<file path="config.mk">
export PLATFORM = sky130hd
export DESIGN_NAME = tmds_decoder
export DESIGN_NICKNAME = d
export VERILOG_FILES = /design/src/rtl/tmds_decoder.sv
export SDC_FILE = /design/constraint.sdc
export NUM_CORES = 1
export LEC_CHECK = 0
export ABC_CLOCK_PERIOD_IN_PS = 2300
export BUFFER_PORTS_ARGS = -buffer_cell sky130_fd_sc_hd__buf_4
export CORE_MARGIN = 5
export CORE_UTILIZATION = 45
export DETAILED_ROUTE_END_ITERATION = 6
export GPL_TIMING_DRIVEN = 0
export PLACE_DENSITY = 0.62
export SLEW_MARGIN = 40
export SYNTH_ARGS = -nofsm -noshare
export SYNTH_HDL_FRONTEND = slang
export SYNTH_SLANG_ARGS = --single-unit
</file>
<file path="constraint.sdc">
create_clock -name clk_i -period 2.3 [get_ports clk_i]
set_input_delay 0.23 -clock clk_i [delete_from_list [all_inputs] [get_ports clk_i]]
set_output_delay 0.23 -clock clk_i [all_outputs]
set_load 0.01 [all_outputs]
</file>
<file path="src/rtl/tmds_decoder.sv">
// TMDS channel decoder: control-token word alignment (bit-slip hunt + lock
// tracking) and 10b->8b data recovery, all outputs registered.
module tmds_decoder #(
  parameter int unsigned SEARCH_TIMEOUT = 4096,
  parameter int unsigned SLIP_WAIT      = 16,
  parameter int unsigned CTRL_RUN       = 8,
  parameter int unsigned LOCK_TIMEOUT   = 8192
) (
  input  logic       clk_i,
  input  logic       rst_i,
  input  logic [9:0] tmds_i,
  output logic [7:0] D,
  output logic       DE,
  output logic       C0,
  output logic       C1,
  output logic       bitslip_o,
  output logic       locked_o
);

  localparam int unsigned SW = $clog2(SEARCH_TIMEOUT + 1);
  localparam int unsigned WW = $clog2(SLIP_WAIT + 1);
  localparam int unsigned RW = $clog2(CTRL_RUN + 1);
  localparam int unsigned LW = $clog2(LOCK_TIMEOUT + 1);

  localparam logic [SW-1:0] SEARCH_LAST = SW'(SEARCH_TIMEOUT - 1);
  localparam logic [WW-1:0] WAIT_LAST   = WW'(SLIP_WAIT - 1);
  localparam logic [RW-1:0] RUN_LAST    = RW'(CTRL_RUN - 1);
  localparam logic [LW-1:0] LOCK_LAST   = LW'(LOCK_TIMEOUT - 1);

  typedef enum logic [1:0] {SEARCH, SLIP, WAIT, LOCKED} state_t;

  state_t        state, state_nxt;
  logic [SW-1:0] search_tmr, search_tmr_nxt;
  logic [WW-1:0] wait_cnt, wait_cnt_nxt;
  logic [RW-1:0] run_cnt, run_cnt_nxt;
  logic [LW-1:0] lock_tmr, lock_tmr_nxt;

  logic       is_ctrl;
  logic [1:0] ctrl_val;
  logic [7:0] t;
  logic [7:0] dec;

  always_comb begin
    is_ctrl  = 1'b1;
    ctrl_val = 2'b00;
    case (tmds_i)
      10'b1101010100: ctrl_val = 2'b00;
      10'b0010101011: ctrl_val = 2'b01;
      10'b0101010100: ctrl_val = 2'b10;
      10'b1010101011: ctrl_val = 2'b11;
      default:        is_ctrl  = 1'b0;
    endcase
  end

  // Undo the optional inversion (bit 9), then the XOR/XNOR chain (bit 8 selects)
  always_comb begin
    t      = tmds_i[9] ? ~tmds_i[7:0] : tmds_i[7:0];
    dec    = '0;
    dec[0] = t[0];
    for (int unsigned i = 1; i < 8; i++)
      dec[i] = tmds_i[8] ? (t[i] ^ t[i-1]) : ~(t[i] ^ t[i-1]);
  end

  always_ff @(posedge clk_i) begin
    if (rst_i) begin
      state      <= SEARCH;
      search_tmr <= '0;
      wait_cnt   <= '0;
      run_cnt    <= '0;
      lock_tmr   <= '0;
    end else begin
      state      <= state_nxt;
      search_tmr <= search_tmr_nxt;
      wait_cnt   <= wait_cnt_nxt;
      run_cnt    <= run_cnt_nxt;
      lock_tmr   <= lock_tmr_nxt;
    end
  end

  always_comb begin
    state_nxt      = state;
    search_tmr_nxt = search_tmr;
    wait_cnt_nxt   = wait_cnt;
    run_cnt_nxt    = run_cnt;
    lock_tmr_nxt   = lock_tmr;
    case (state)
      SEARCH: begin
        // A token on the timeout cycle clears the timer, so completing the run wins
        if (is_ctrl) begin
          search_tmr_nxt = '0;
          run_cnt_nxt    = (run_cnt == '1) ? run_cnt : run_cnt + 1'b1;
          if (run_cnt == RUN_LAST) begin
            state_nxt    = LOCKED;
            lock_tmr_nxt = '0;
          end
        end else begin
          run_cnt_nxt = '0;
          if (search_tmr == SEARCH_LAST) begin
            state_nxt      = SLIP;
            search_tmr_nxt = '0;
          end else begin
            search_tmr_nxt = (search_tmr == '1) ? search_tmr : search_tmr + 1'b1;
          end
        end
      end
      SLIP: begin
        state_nxt      = WAIT;
        search_tmr_nxt = '0;
        wait_cnt_nxt   = '0;
        run_cnt_nxt    = '0;
        lock_tmr_nxt   = '0;
      end
      WAIT: begin
        run_cnt_nxt = '0;
        if (wait_cnt == WAIT_LAST) begin
          state_nxt      = SEARCH;
          wait_cnt_nxt   = '0;
          search_tmr_nxt = '0;
        end else begin
          wait_cnt_nxt = (wait_cnt == '1) ? wait_cnt : wait_cnt + 1'b1;
        end
      end
      LOCKED: begin
        if (is_ctrl) begin
          lock_tmr_nxt = '0;
        end else if (lock_tmr == LOCK_LAST) begin
          state_nxt      = SEARCH;
          lock_tmr_nxt   = '0;
          run_cnt_nxt    = '0;
          search_tmr_nxt = '0;
        end else begin
          lock_tmr_nxt = (lock_tmr == '1) ? lock_tmr : lock_tmr + 1'b1;
        end
      end
      default: state_nxt = SEARCH;
    endcase
  end

  always_ff @(posedge clk_i) begin
    if (rst_i) begin
      D         <= '0;
      DE        <= 1'b0;
      C0        <= 1'b0;
      C1        <= 1'b0;
      bitslip_o <= 1'b0;
      locked_o  <= 1'b0;
    end else begin
      bitslip_o <= (state_nxt == SLIP);
      locked_o  <= (state_nxt == LOCKED);
      if (is_ctrl) begin
        C1 <= ctrl_val[1];
        C0 <= ctrl_val[0];
        DE <= 1'b0;
        if (state != LOCKED) D <= '0;
      end else if (state == LOCKED) begin
        DE <= 1'b1;
        D  <= dec;
      end else begin
        DE <= 1'b0;
        D  <= '0;
      end
    end
  end

endmodule

</file>
# Word-level counts from Yosys, hierarchy flattened
# Index checks and enable logic that the tools add are counted.
# classes
muxes	42
bitwise	15
eq_ne	28
n_reduce_logical	10
add_sub_neg	4
# ops
cell	count
two-way mux 13 bit	6
two-way mux 14 bit	5
case mux 13 bit (4 select lines)	1
case mux 14 bit (3 select lines)	1
two-way mux 8 bit	4
equality test 10 bit (second input constant)	2
two-way mux 4 bit	4
adder 14 x 1 -> 14 bit (second input constant)	1
equality test 14 x 13 -> 1 bit (second input constant)	1
equality test 14 bit (second input constant)	1
adder 13 x 1 -> 13 bit (second input constant)	1
equality test 13 x 12 -> 1 bit (second input constant)	1
equality test 13 bit (second input constant)	1
two-way mux 2 bit	6
!= test 2 bit (second input constant)	6
case mux 4 bit (3 select lines)	1
equality test 10 x 8 -> 1 bit (second input constant)	1
equality test 10 x 9 -> 1 bit (second input constant)	1
two-way mux 5 bit	2
case mux 5 bit (2 select lines)	1
two-way mux 1 bit	9
!= test 4 bit (second input constant)	2
NOT 8 bit	1
case mux 2 bit (4 select lines)	1
other kinds (21)	39
# word_totals
reg_bits	51
elab_cells	110

# Depth between registers and ports, before layout
# depth
depth_word	7
mapped_depth	9
ltp_nobuf	6

# Worst setup path after synthesis
# No wires, ideal clock.
# synth_path
path_type	reg2reg
startpoint	reg lock_tmr[0]
endpoint	reg lock_tmr[11]
path_stages_with_launch	7
period_less_slack_ns	2.153
slack_ns	0.147
setup_ns	0.122
arrival_time_ns	2.031
path_cell_list	dfxtp_1 -> ha_1 -> nand2_1 -> or4_1 -> o41ai_4 -> nor4b_1 -> a311o_1
# synth_via
elab_chain_len	5
# synth_lines
item	line_no	text
from (decl)	36	logic [LW-1:0] lock_tmr, lock_tmr_nxt;
from (signal assigned)	76	lock_tmr <= lock_tmr_nxt;
adder 14 x 1 -> 14 bit	132	lock_tmr_nxt = (lock_tmr == '1) ? lock_tmr : lock_tmr + 1'b1;
two-way mux 14 bit	132	
two-way mux 14 bit	126	end else if (lock_tmr == LOCK_LAST) begin
two-way mux 14 bit	124	if (is_ctrl) begin
case mux 14 bit (3 select lines)	86	case (state)
# Parallel ways exist; a longest one is shown, timed or not. The select of a mux whose other input is x is not followed.
# A chain may end at the register's enable or synchronous reset.

# Worst setup path after layout
# layout_path
startpoint	reg search_tmr[0]
endpoint	reg locked_o
# layout_via
elab_chain_len	5
# layout_lines
item	line_no	text
from (decl)	33	logic [SW-1:0] search_tmr, search_tmr_nxt;
from (signal assigned)	73	search_tmr <= search_tmr_nxt;
equality test 13 x 12 -> 1 bit	98	if (search_tmr == SEARCH_LAST) begin
two-way mux 2 bit	98	
two-way mux 2 bit	89	if (is_ctrl) begin
case mux 2 bit (4 select lines)	86	
equality test 2 bit	149	locked_o <= (state_nxt == LOCKED);
to (signal assigned)	149	
to (decl)	17	output logic locked_o
# Every way passes these cells.

==> results.tsv <==
stage	metric	value	unit
synthesis	ys_seq_area_frac	0.357	
cts	cts_tree	done	
synthesis	async_reset_ff_frac	0	
sta	finalCriticalPeriod	2.21	ns
floorplan	coreArea	6280	sq um
worst_setup_path	crit_type	reg -> reg	
worst_setup_path	crit_slowest_cell	or4_4	
detailed_routing	drc	0	
worst_hold_path	hold_class	in -> reg	
synthesis	synth_area_leaders	dfxtp_1 (36%), nand2_1 (5.2%), nor2_1 (5.0%)	
job	maxCapViolations	0	
power_and_ir_drop	power_density	446	nW/um^2
worst_setup_path	worstPathCellList	ha_4, nand3_4, or4_4, buf_4, o311a_4, a221oi_4, nor2b_1	
sta	finalMaxSlewViolations	0	
power_and_ir_drop	netSwitchingPower	0.000359	W
power_and_ir_drop	pwr-share-comb	0.073	
power_and_ir_drop	power.share.clock	0.336	
placed_design	numPortBuffers	23	
sta	slew_headroom	0.586	
layout	multi_input_area	1840	sq um
cts	root_buffer	clkbuf_8	
layout	layout.nets	407	
cts	path_clk_slew	0.09	ns
sta	hold_viol_final	0	
sta	period_share	0.961	
synthesis	synth_area_per_cell	8.08	sq um
worst_setup_path	max_stage_delay	0.55	ns
worst_setup_path	crit_path_start_kind	flop	
detailed_routing	dr.pass1.iters	4	
layout	insertedDiodeCount	0	
worst_setup_path	path_delay_family	simple AND/OR/NAND/NOR gates	
power_and_ir_drop	sequentialPowerShare	0.591	
synthesis	syn_nets	370	
sta	worst_pin_slew	0.613	ns
synthesis	synth_enable_flop_cells	0	
cts	ctsHoldBuffers	0	
floorplan	die_w	89.7	um
detailed_routing	ant_nets	0	
grt	grt_overflow	0	
synthesis	yosys_warnings	0	
cts	clock_path_buffers	2	
floorplan	dieArea	8050	sq um
detailed_routing	num_vias	2725	
floorplan	die_h	89.7	um
cts	cts_max_level	2	
worst_setup_path	cp-startpoint	search_tmr[0]	
power_and_ir_drop	leakage	1.22	nW
grt	antenna_found_initial	0	
layout	layout-drive-gt1-share	0.186	
synthesis	mappedNetlistArea	2860	sq um
cts	insertion_delay	0.30	ns
cts	cts.sinks	51	
grt	grt_first_pass_wirelength	11700	um
placed_design	dp_hpwl	5070	um
floorplan	start_util	0.456	
layout	regArea	1030	sq um
grt	grt_pass1_vias	2420	
grt	grt_max_degree	15	
layout	utilization	0.541	
worst_setup_path	worst_ep_arrival_time	2.46	ns
power_and_ir_drop	sw_frac_of_total	0.237	
layout	stdcell_area	3400	sq um
sta	skew	0.00705	ns
worst_setup_path	cp_max_fo	8	
sta	max_freq	452	MHz
synthesis	ys_types	57	
sta	finalSetupViolCount	0	
power_and_ir_drop	p_int	0.00115	W
detailed_routing	dr.first_iter.drc_count	107	
floorplan	rows	29	
synthesis	synth.ff_latch_count	51	
layout	fillers	613	
detailed_routing	via_per_inst	5.81	
worst_setup_path	path_buf_inv	1	
worst_setup_path	end_kind	flop	
status	status	finished clean	
cts	cts-buffers-inserted	5	
synthesis	synth_top_area_frac	0.357	
worst_hold_path	min_from	rst_i	
detailed_routing	route.final.wire_length	7240	um
synthesis	ys.flop_type	dfxtp_1	
synthesis	postSynthCellCount	354	
layout	areaGrowthSynthToFinish	18.7	%
synthesis	yosys.area.top_type	dfxtp_1	
worst_setup_path	r2r_start	search_tmr[0]	
floorplan	ios	25	
placed_design	gp_congestion	0.835	
power_and_ir_drop	peakVddDrop	0.247	mV
worst_setup_path	worstPathRequired	2.55	ns
placed_design	postPlaceCellArea	3140	sq um
grt	grtUsageTotal	0.172	
detailed_routing	routedWlPerCell	15.4	um
-- final timing paths --
kind | endpoint | slack (ns) | depth (start not counted)
setup / recovery | locked_o | 0.09 | 7
setup reg to reg | locked_o | 0.09 | 7
hold / removal | state[0] | 0.14 | 2
hold reg to reg | C1 | 0.49 | 2
-- cells in the final DEF (no fill, tap or decap), drive strengths merged, types with 2 or more instances in the layout --
master,count
dfxtp,51
nand2,40
nor2,38
buf,38
o21ai,23
nand3,19
a21oi,18
clkbuf,18
xnor2,13
nor3,13
a211oi,11
inv,8
a311oi,6
a31oi,6
o41ai,6
nand4,5
nand2b,5
and2,5
and3,5
o211ai,5
nor4,5
a32o,4
or4,4
ha,4
a22oi,3
and3b,3
mux2i,3
nor2b,2
a41oi,2
nor4bb,2
nand4b,2
or2,2
a31o,2
nor4b,2
clkinv,2
o31ai,2
o311a,2
-- logic make-up (layout without fill, tap and decap cells) --
kind of cell    Yosys count  count (layout)  synth area share
compound gates           99              99             0.258
xor+xnor                 14              14            0.0429
fa+ha+maj                 4               4            0.0175
buf+inv                  28              66            0.0394
flops                    51              51             0.357
mux                       3               3            0.0105
simple gates            155             155             0.275
-- repair_timing --
action / in CTS / in global routing
hold endpoints to repair: 0 / 0
pin swaps: 1 / 4
setup buffers: 2 / 6
resized for setup: 10 / 19
endpoints found under the setup margin: 27 / 27
-- cells in the mapped netlist (2+ instances only) --
cell / n
xnor2_1: 13
nor2b_1: 2
nor4b_1: 2
a32o_1: 4
a31oi_1: 6
nand4_1: 5
dfxtp_1: 51
o31ai_1: 2
nand2b_1: 5
and3_1: 5
nor4bb_1: 2
and3b_1: 3
nand2_1: 40
o21ai_0: 22
or4_1: 4
or2_2: 2
a41oi_1: 2
buf_2: 6
inv_1: 8
o211ai_1: 5
clkbuf_1: 12
a311oi_1: 6
nor4_1: 5
mux2i_1: 3
nand3_1: 18
a22oi_1: 3
and2_1: 5
ha_1: 4
nor3_1: 12
a31o_2: 2
nor2_1: 38
nand4b_1: 2
a21oi_1: 18
a211oi_1: 11
o41ai_1: 4
-- metal layers --
layer / track usage / up-vias / wire (um)
met3: 0.0384 / 12 / 230
met1: 0.230 / 1280 / 3460
met4: 0.0542 / 0 / 112
met5: 0 / - / 0
li1: - / 1394 / -
met2: 0.273 / 39 / 3430
-- state kept, by name, summed over array words and instances (netlist names) --
signal / cells
lock_tmr: 14
search_tmr: 13
D: 8
wait_cnt: 5
run_cnt: 4
state: 2
C0: 1
C1: 1
DE: 1
bitslip_o: 1
locked_o: 1
-- metrics by stage --
step | setup slack (ns) | TNS (ns) | power (W) | cells | hold WS [ns]
after floorplan | 0.147 | 0 | 0.000974 | 354 | 0.299
after global placement | -0.223 | -2.55 | 0.00101 | 454 | 0.463
after detailed placement | -0.261 | -2.74 | 0.00101 | 454 | 0.460
after CTS | 0.0113 | 0 | 0.00152 | 464 | 0.127
after global routing | -0.0479 | -0.0479 | 0.00159 | 469 | 0.129
final | 0.0900 | 0 | 0.00151 | 469 | 0.141
-- cell type report --
class | count | area share
Buffer | 18 | 0.0232
Tap cell | 77 | 0.0284
Inverter | 9 | 0.00995
Multi-Input combinational cell | 275 | 0.543
Timing Repair Buffer | 31 | 0.0685
Sequential cell | 51 | 0.303
Clock inverter | 1 | 0.00147
Clock buffer | 7 | 0.0225
-- power by group through the flow --
stage | sequential [W] | clock [W] | combinational (W)
4_1_cts | 0.000895 | 0.000530 | 0.0000985
5_1_grt | 0.000897 | 0.000569 | 0.000120
3_5_place_dp | 0.000915 | 0 | 0.0000969
6_report | 0.000895 | 0.000509 | 0.000110
3_3_place_gp | 0.000915 | 0 | 0.0000956
2_1_floorplan | 0.000913 | 0 | 0.0000606
No activity file was read; power rests on OpenSTA's default activity.
